[src/rtl/bin2bcd_seq.sv]
`default_nettype none
// ============================================================================
//  Module   : bin2bcd_seq
//  Function : Sequential binary-to-BCD converter (shift-add-3 / double
//             dabble), one input bit per clock. Uses the divider's init/done
//             handshake so one control FSM can drive both blocks alike.
//  Revision : 1.0  initial release
// ============================================================================
module bin2bcd_seq #(
    parameter int WIDTH  = 16,
    parameter int DIGITS = 5
) (
    input  logic                  clk,
    input  logic                  reset,      // asynchronous, active-low
    input  logic                  init,
    input  logic [WIDTH-1:0]      value,
    output logic [4*DIGITS-1:0]   bcd,
    output logic                  done,
    output logic                  busy
);

    localparam int c_sw = 4*DIGITS + WIDTH;        // scratch width
    localparam int c_cw = $clog2(WIDTH + 1);       // shift counter width
    localparam logic [c_cw-1:0] c_last = c_cw'(WIDTH - 1);

    // DIGITS decimal digits must hold the largest WIDTH-bit value.
    function automatic bit cfg_ok();
        longint unsigned lim;
        longint unsigned p;
        if (WIDTH < 1 || WIDTH > 56 || DIGITS < 1) return 1'b0;
        lim = (64'd1 << WIDTH) - 64'd1;
        p   = 64'd1;
        for (int i = 0; i < DIGITS; i++) begin
            p = p * 64'd10;
            if (p > lim) return 1'b1;
        end
        return 1'b0;
    endfunction

    if (!cfg_ok()) begin : g_cfg_err
        $fatal(1, "bin2bcd_seq: DIGITS=%0d cannot represent 2^%0d-1", DIGITS, WIDTH);
    end

    typedef enum logic [0:0] {
        ST_IDLE  = 1'b0,
        ST_SHIFT = 1'b1
    } state_t;

    state_t              r_state;
    logic [c_sw-1:0]     r_scratch;
    logic [c_cw-1:0]     r_count;
    logic [4*DIGITS-1:0] r_bcd;
    logic                r_done;
    logic                r_busy;

    logic [c_sw-1:0]     w_adj;
    logic [c_sw-1:0]     w_shifted;

    // Add 3 to every BCD digit that is 5 or more, then shift the whole
    // scratch left so the binary MSB enters the units digit.
    always_comb begin
        w_adj = r_scratch;
        for (int d = 0; d < DIGITS; d++) begin
            if (r_scratch[WIDTH + 4*d +: 4] >= 4'd5) begin
                w_adj[WIDTH + 4*d +: 4] = r_scratch[WIDTH + 4*d +: 4] + 4'd3;
            end
        end
        w_shifted = {w_adj[c_sw-2:0], 1'b0};
    end

    // Control FSM, datapath registers and registered handshake outputs.
    always_ff @(posedge clk or negedge reset) begin
        if (!reset) begin
            r_state   <= ST_IDLE;
            r_scratch <= '0;
            r_count   <= '0;
            r_bcd     <= '0;
            r_done    <= 1'b0;
            r_busy    <= 1'b0;
        end else begin
            case (r_state)
                ST_IDLE: begin
                    if (init) begin
                        r_scratch <= {{(4*DIGITS){1'b0}}, value};
                        r_count   <= '0;
                        r_busy    <= 1'b1;
                        r_done    <= 1'b0;
                        r_state   <= ST_SHIFT;
                    end
                end
                ST_SHIFT: begin
                    // init is deliberately ignored here: no restart, no queuing.
                    r_scratch <= w_shifted;
                    r_count   <= r_count + c_cw'(1);
                    if (r_count == c_last) begin
                        r_bcd   <= w_shifted[c_sw-1:WIDTH];
                        r_done  <= 1'b1;
                        r_busy  <= 1'b0;
                        r_state <= ST_IDLE;
                    end
                end
                default: begin
                    r_state <= ST_IDLE;
                end
            endcase
        end
    end

    assign bcd  = r_bcd;
    assign done = r_done;
    assign busy = r_busy;

endmodule
`default_nettype wire

[config.mk]
export PLATFORM = sky130hd
export DESIGN_NAME = bin2bcd_seq
export DESIGN_NICKNAME = d
export VERILOG_FILES = /design/src/rtl/bin2bcd_seq.sv
export SDC_FILE = /design/constraint.sdc
export NUM_CORES = 1
export LEC_CHECK = 0
export CAP_MARGIN = 15
export CORE_ASPECT_RATIO = 1.4
export CORE_MARGIN = 5
export CORE_UTILIZATION = 45
export CTS_CLUSTER_DIAMETER = 200
export DETAILED_ROUTE_END_ITERATION = 8
export MAX_ROUTING_LAYER = met4
export PLACE_DENSITY = 0.72
export SLEW_MARGIN = 0
export SYNTH_ARGS = -nofsm -noshare
export SYNTH_HDL_FRONTEND = slang
export SYNTH_SLANG_ARGS = --single-unit
export TNS_END_PERCENT = 5
[constraint.sdc]
create_clock -name clk -period 2.55 [get_ports clk]
set_input_delay 0.3825 -clock clk [delete_from_list [all_inputs] [get_ports clk]]
set_output_delay 0.3825 -clock clk [all_outputs]
set_load 0.01 [all_outputs]
# Yosys cells after proc, flatten, opt, wreduce, memory -nomap -nowiden
# Cells that the tools add are included.
# totals
register_bits	64
in_bits	19
output_inout_bits	22
wordCells	41
# op_classes
n_addsub	6
order_cmp	5
eq_ne	3
mux	18
bitwise	1
n_reduce_logical	2
# op_table
operator	count
36-bit case mux with 2 select lines	1
36-bit two-way mux	1
4-bit by 3-bit greater-or-equal comparator with 1-bit output (second input constant)	5
4-bit by 2-bit adder with 4-bit output (second input constant)	4
4-bit two-way mux	4
5-bit case mux with 2 select lines	1
1-bit two-way mux	6
1-bit case mux with 2 select lines	3
5-bit by 1-bit adder with 5-bit output (second input constant)	1
5-bit by 4-bit == test with 1-bit output (second input constant)	1
5-bit two-way mux	1
2-bit AND reduction	2
3-bit by 2-bit adder with 3-bit output (second input constant)	1
3-bit two-way mux	1
2-bit by 1-bit inequality test with 1-bit output (second input constant)	1
2-bit inequality test (second input constant)	1
1-bit inverter	1

# Logic depth before layout (Yosys ltp)
# depth
word_depth	3
ltp_mapped	8

# Worst setup path before layout
# No wires, ideal clock.
# synth_timing
path_type	flip-flop to flip-flop
startpoint	register r_count[0]
endpoint	register r_bcd[12], in the netlist bcd[12]
setup_ns	0.124
arrival_ns	1.633
path_slack_ns	0.792
stages_incl_launch_ff	9
path_buffers	2
cell_sequence	dfrtp_1 ha_1 and3_1 ha_1 and2_1 buf_2 buf_4 nand3_1 nand3_1
# synth_via
elab_chain_len	2
# synth_rtl
element	line	text
start, declared	51	logic [c_cw-1:0] r_count;
start signal, assigned	94	r_count <= r_count + c_cw'(1);
5-bit by 4-bit == test with 1-bit output	95	if (r_count == c_last) begin
2-bit AND reduction (no line)	-	
end signal, assigned	96	r_bcd <= w_shifted[c_sw-1:WIDTH];
end, declared	52	logic [4*DIGITS-1:0] r_bcd;
# No other way between the ends.
# A chain may end at the register's enable or synchronous reset.

# Worst setup path after layout
# layout_timing
startpoint	register r_count[0]
endpoint	register r_bcd[9], in the netlist bcd[9]
# The elaborated chain is that of the path after synthesis.

==> impl_metrics.toml <==
[synthesis]
synthesis.area_mm2 = 0.00340
synth_compound_area_share_pct = 19.1
synth-edff-count = 0
synthArstFlopShare_pct = 100
yosysSeqAreaShare_pct = 47.1
ys.flop_type = "dfrtp_1"
synth_nets = 392
syn_inst = 361
synth_xor_area_share_pct = 0.515
yosysWarnings = 0
synth_top_family_by_area = "compound AO/OA/AOI/OAI gates"
yosys.area_share.simple_pct = 17.8
syn_area_per_cell_um2 = 9.43
synthMuxAreaShare_pct = 5.00
synthAdderAreaFrac_pct = 4.41
ys_seq_elements = 64
synthDistinctLibCells = 45

[global_routing]
grt_pass1_vias = 2671
grt_usage_pct = 17.4
grt-ovfl-total = 0
grt_pass1_wl_um = 12900
grt_max_degree = 57
antenna_found_initial = 0

[critical_path]
crit_fanout = 18
arrival_ns = 2.41
endpoint_kind = "flip-flop"
worstPathRequired_ns = 2.77
critPathKind = "reg2reg"
cp-start-kind = "flip-flop"

[sta]
max_freq_mhz = 457
skew_ns = 0.0101
fin_ws_ns = 0.361
tightest_slew_ns = 0.682
setup_tns_ns = 0
hold_viol_final = 0
setup_viol = 0
slew_violations = 0
maxSlewHeadroom_pct = 54.5
rsz0062_at_grt = "no"
min_period_ns = 2.19
min_period_over_period_pct = 85.8

[pwr]
power.density_mw_per_mm2 = 1200
cell_internal_pwr_w = 0.00281
vdd_ir_drop_max_mv = 0.494
power_leakage_nw = 1.70
clkPwrFrac_pct = 16.3
swShare_pct = 41.5
seqPwrFrac_pct = 40.1
p_switching_w = 0.00199
pwr-share-comb_pct = 43.6

[layout]
drive_above_1_share_pct = 6.60
final_area_mm2 = 0.00401
fin_cells = 491
diodes = 0
nets = 420
syn2layout_area_growth_pct = 17.9
final_util_pct = 54.5

[drt]
drt_wl_total_um = 7520
dr.pass1.iters = 5
dr_total_vias = 2750
antenna_left = 0
wl_per_cell_um = 15.3
drtIter0Drc = 151
viasPerCell = 5.60
drc = 0

[placement]
dp_hpwl_um = 5030
dpl_cell_area_mm2 = 0.00383
dp.cells = 474
place_congestion = 0.789
portBuffers = 40
preCtsSetupSlack_ns = 0.422

[floorplanning]
fp-row-count = 37
initial_core_util_pct = 46.2
die_width_um = 83.5
io_pins = 41
fp.dieH_um = 113
fp.dieArea_mm2 = 0.00943
core-area_mm2 = 0.00736

[clocking]
cts_sinks = 64
clk_latency_ns = 0.35
cts-buffers-inserted = 9
post_cts_resized = 0
cts_tree = "built"
cts_root_buffer = "clkbuf_8"
clk_path_buf_depth = 2
h-tree-depth = 3
clk_pin_slew_ns = 0.08

[job]
cap_violations = 0

[run_status]
status = "completed"

[min_path]
hold_class = "in2async"
## power groups by stage
stage                     Combinational, W  Sequential, W  Clock [W]
after floorplan                    0.00159        0.00176          0
after global placement             0.00204        0.00193          0
after CTS                          0.00211        0.00192   0.000805
after detailed placement           0.00210        0.00194          0
after global routing               0.00238        0.00200   0.000850
final                              0.00209        0.00193   0.000785
## synthesized netlist by cell type, drive strengths merged (8+ instances only)
library cell / number / area share (%)
nand3: 24 / 3.5
mux2i: 17 / 5.0
inv: 16 / 1.8
a21oi: 8 / 1.2
o22ai: 8 / 1.5
nor2b: 9 / 1.7
nor2: 11 / 1.2
ha: 12 / 4.4
buf: 22 / 3.4
o21ai: 29 / 4.4
o31ai: 9 / 2.0
dfrtp: 64 / 47
nand2: 53 / 5.9
## area by class of cell
class	count	area [um2]
Clock inverter	5	32.5
Timing Repair Buffer	46	455
Fill cell	667	3350
Inverter	17	63.8
Tap cell	97	121
Multi-Input combinational cell	251	1600
Sequential cell	64	1600
Clock buffer	11	141
## path summary, 6_finish.rpt
kind / start / endpoint / slack, ns / cells past startpoint
min: reset / r_count[3] / 0.41 / 2
max in group asynchronous: reset / r_state / 1.57 / 3
min in group clk: bcd[7] / bcd[7] / 0.48 / 2
min reg2reg: bcd[7] / bcd[7] / 0.48 / 2
max: r_count[0] / bcd[9] / 0.36 / 6
max reg2reg: r_count[0] / bcd[9] / 0.36 / 6
## flip-flops by register name (all words and copies together) (netlist names)
name,cells
r_state,1
done,1
r_count,5
bcd,20
busy,1
r_scratch,36
## critical path, stage by stage, from the launching register on
cell     delay [ns]
dfrtp_1        0.39
ha_1           0.20
and3_1         0.17
ha_1           0.31
and2_1         0.62
mux2i_1        0.27
nand3_1        0.10
## per-layer routing
metal | track usage, % | vias up | part of all wire, %
li1 | - | 1360 | -
met1 | 20.8 | 1330 | 43
met2 | 28.1 | 55 | 51
met3 | 4.37 | 5 | 4.3
met4 | 7.08 | 0 | 1.2
met5 | - | - | 0
## kinds of logic (layout without fill, tap and decap cells)
kind of cell | after synthesis | after routing
and+or+nand+nor | 126 | 126
AOI/OAI and AO/OA | 94 | 94
DFF | 64 | 64
buffers and inverters | 46 | 79
muxes | 17 | 17
adders and majority gates | 12 | 12
xor gates and xnor gates | 2 | 2
## what timing repair did
action,CTS,global route
endpoints found under the hold margin,8,0
endpoints found under the setup margin,0,0
setup buffers,0,0
hold buffers,1,0
## per-stage QoR
stage | total power [W] | hold WS, ns
global placement | 0.00397 | 0.257
CTS | 0.00484 | 0.408
finish | 0.00480 | 0.414
global route | 0.00523 | 0.450
detailed placement | 0.00404 | 0.258
floorplan | 0.00335 | 0.0869
## cells in the final DEF (no fill, tap or decap), drive strengths merged, types with 6 or more instances in the layout
cell	n
clkdlybuf4s50	39
nand2b	6
a21oi	8
nor2	11
a2111o	6
buf	6
a31oi	6
dfrtp	64
nor2b	9
ha	12
nand3	24
nand2	53
clkbuf	11
inv	16
mux2i	17
o22ai	8
o31ai	9
o21ai	29
Note: power is estimated with default switching activity, not from simulation.
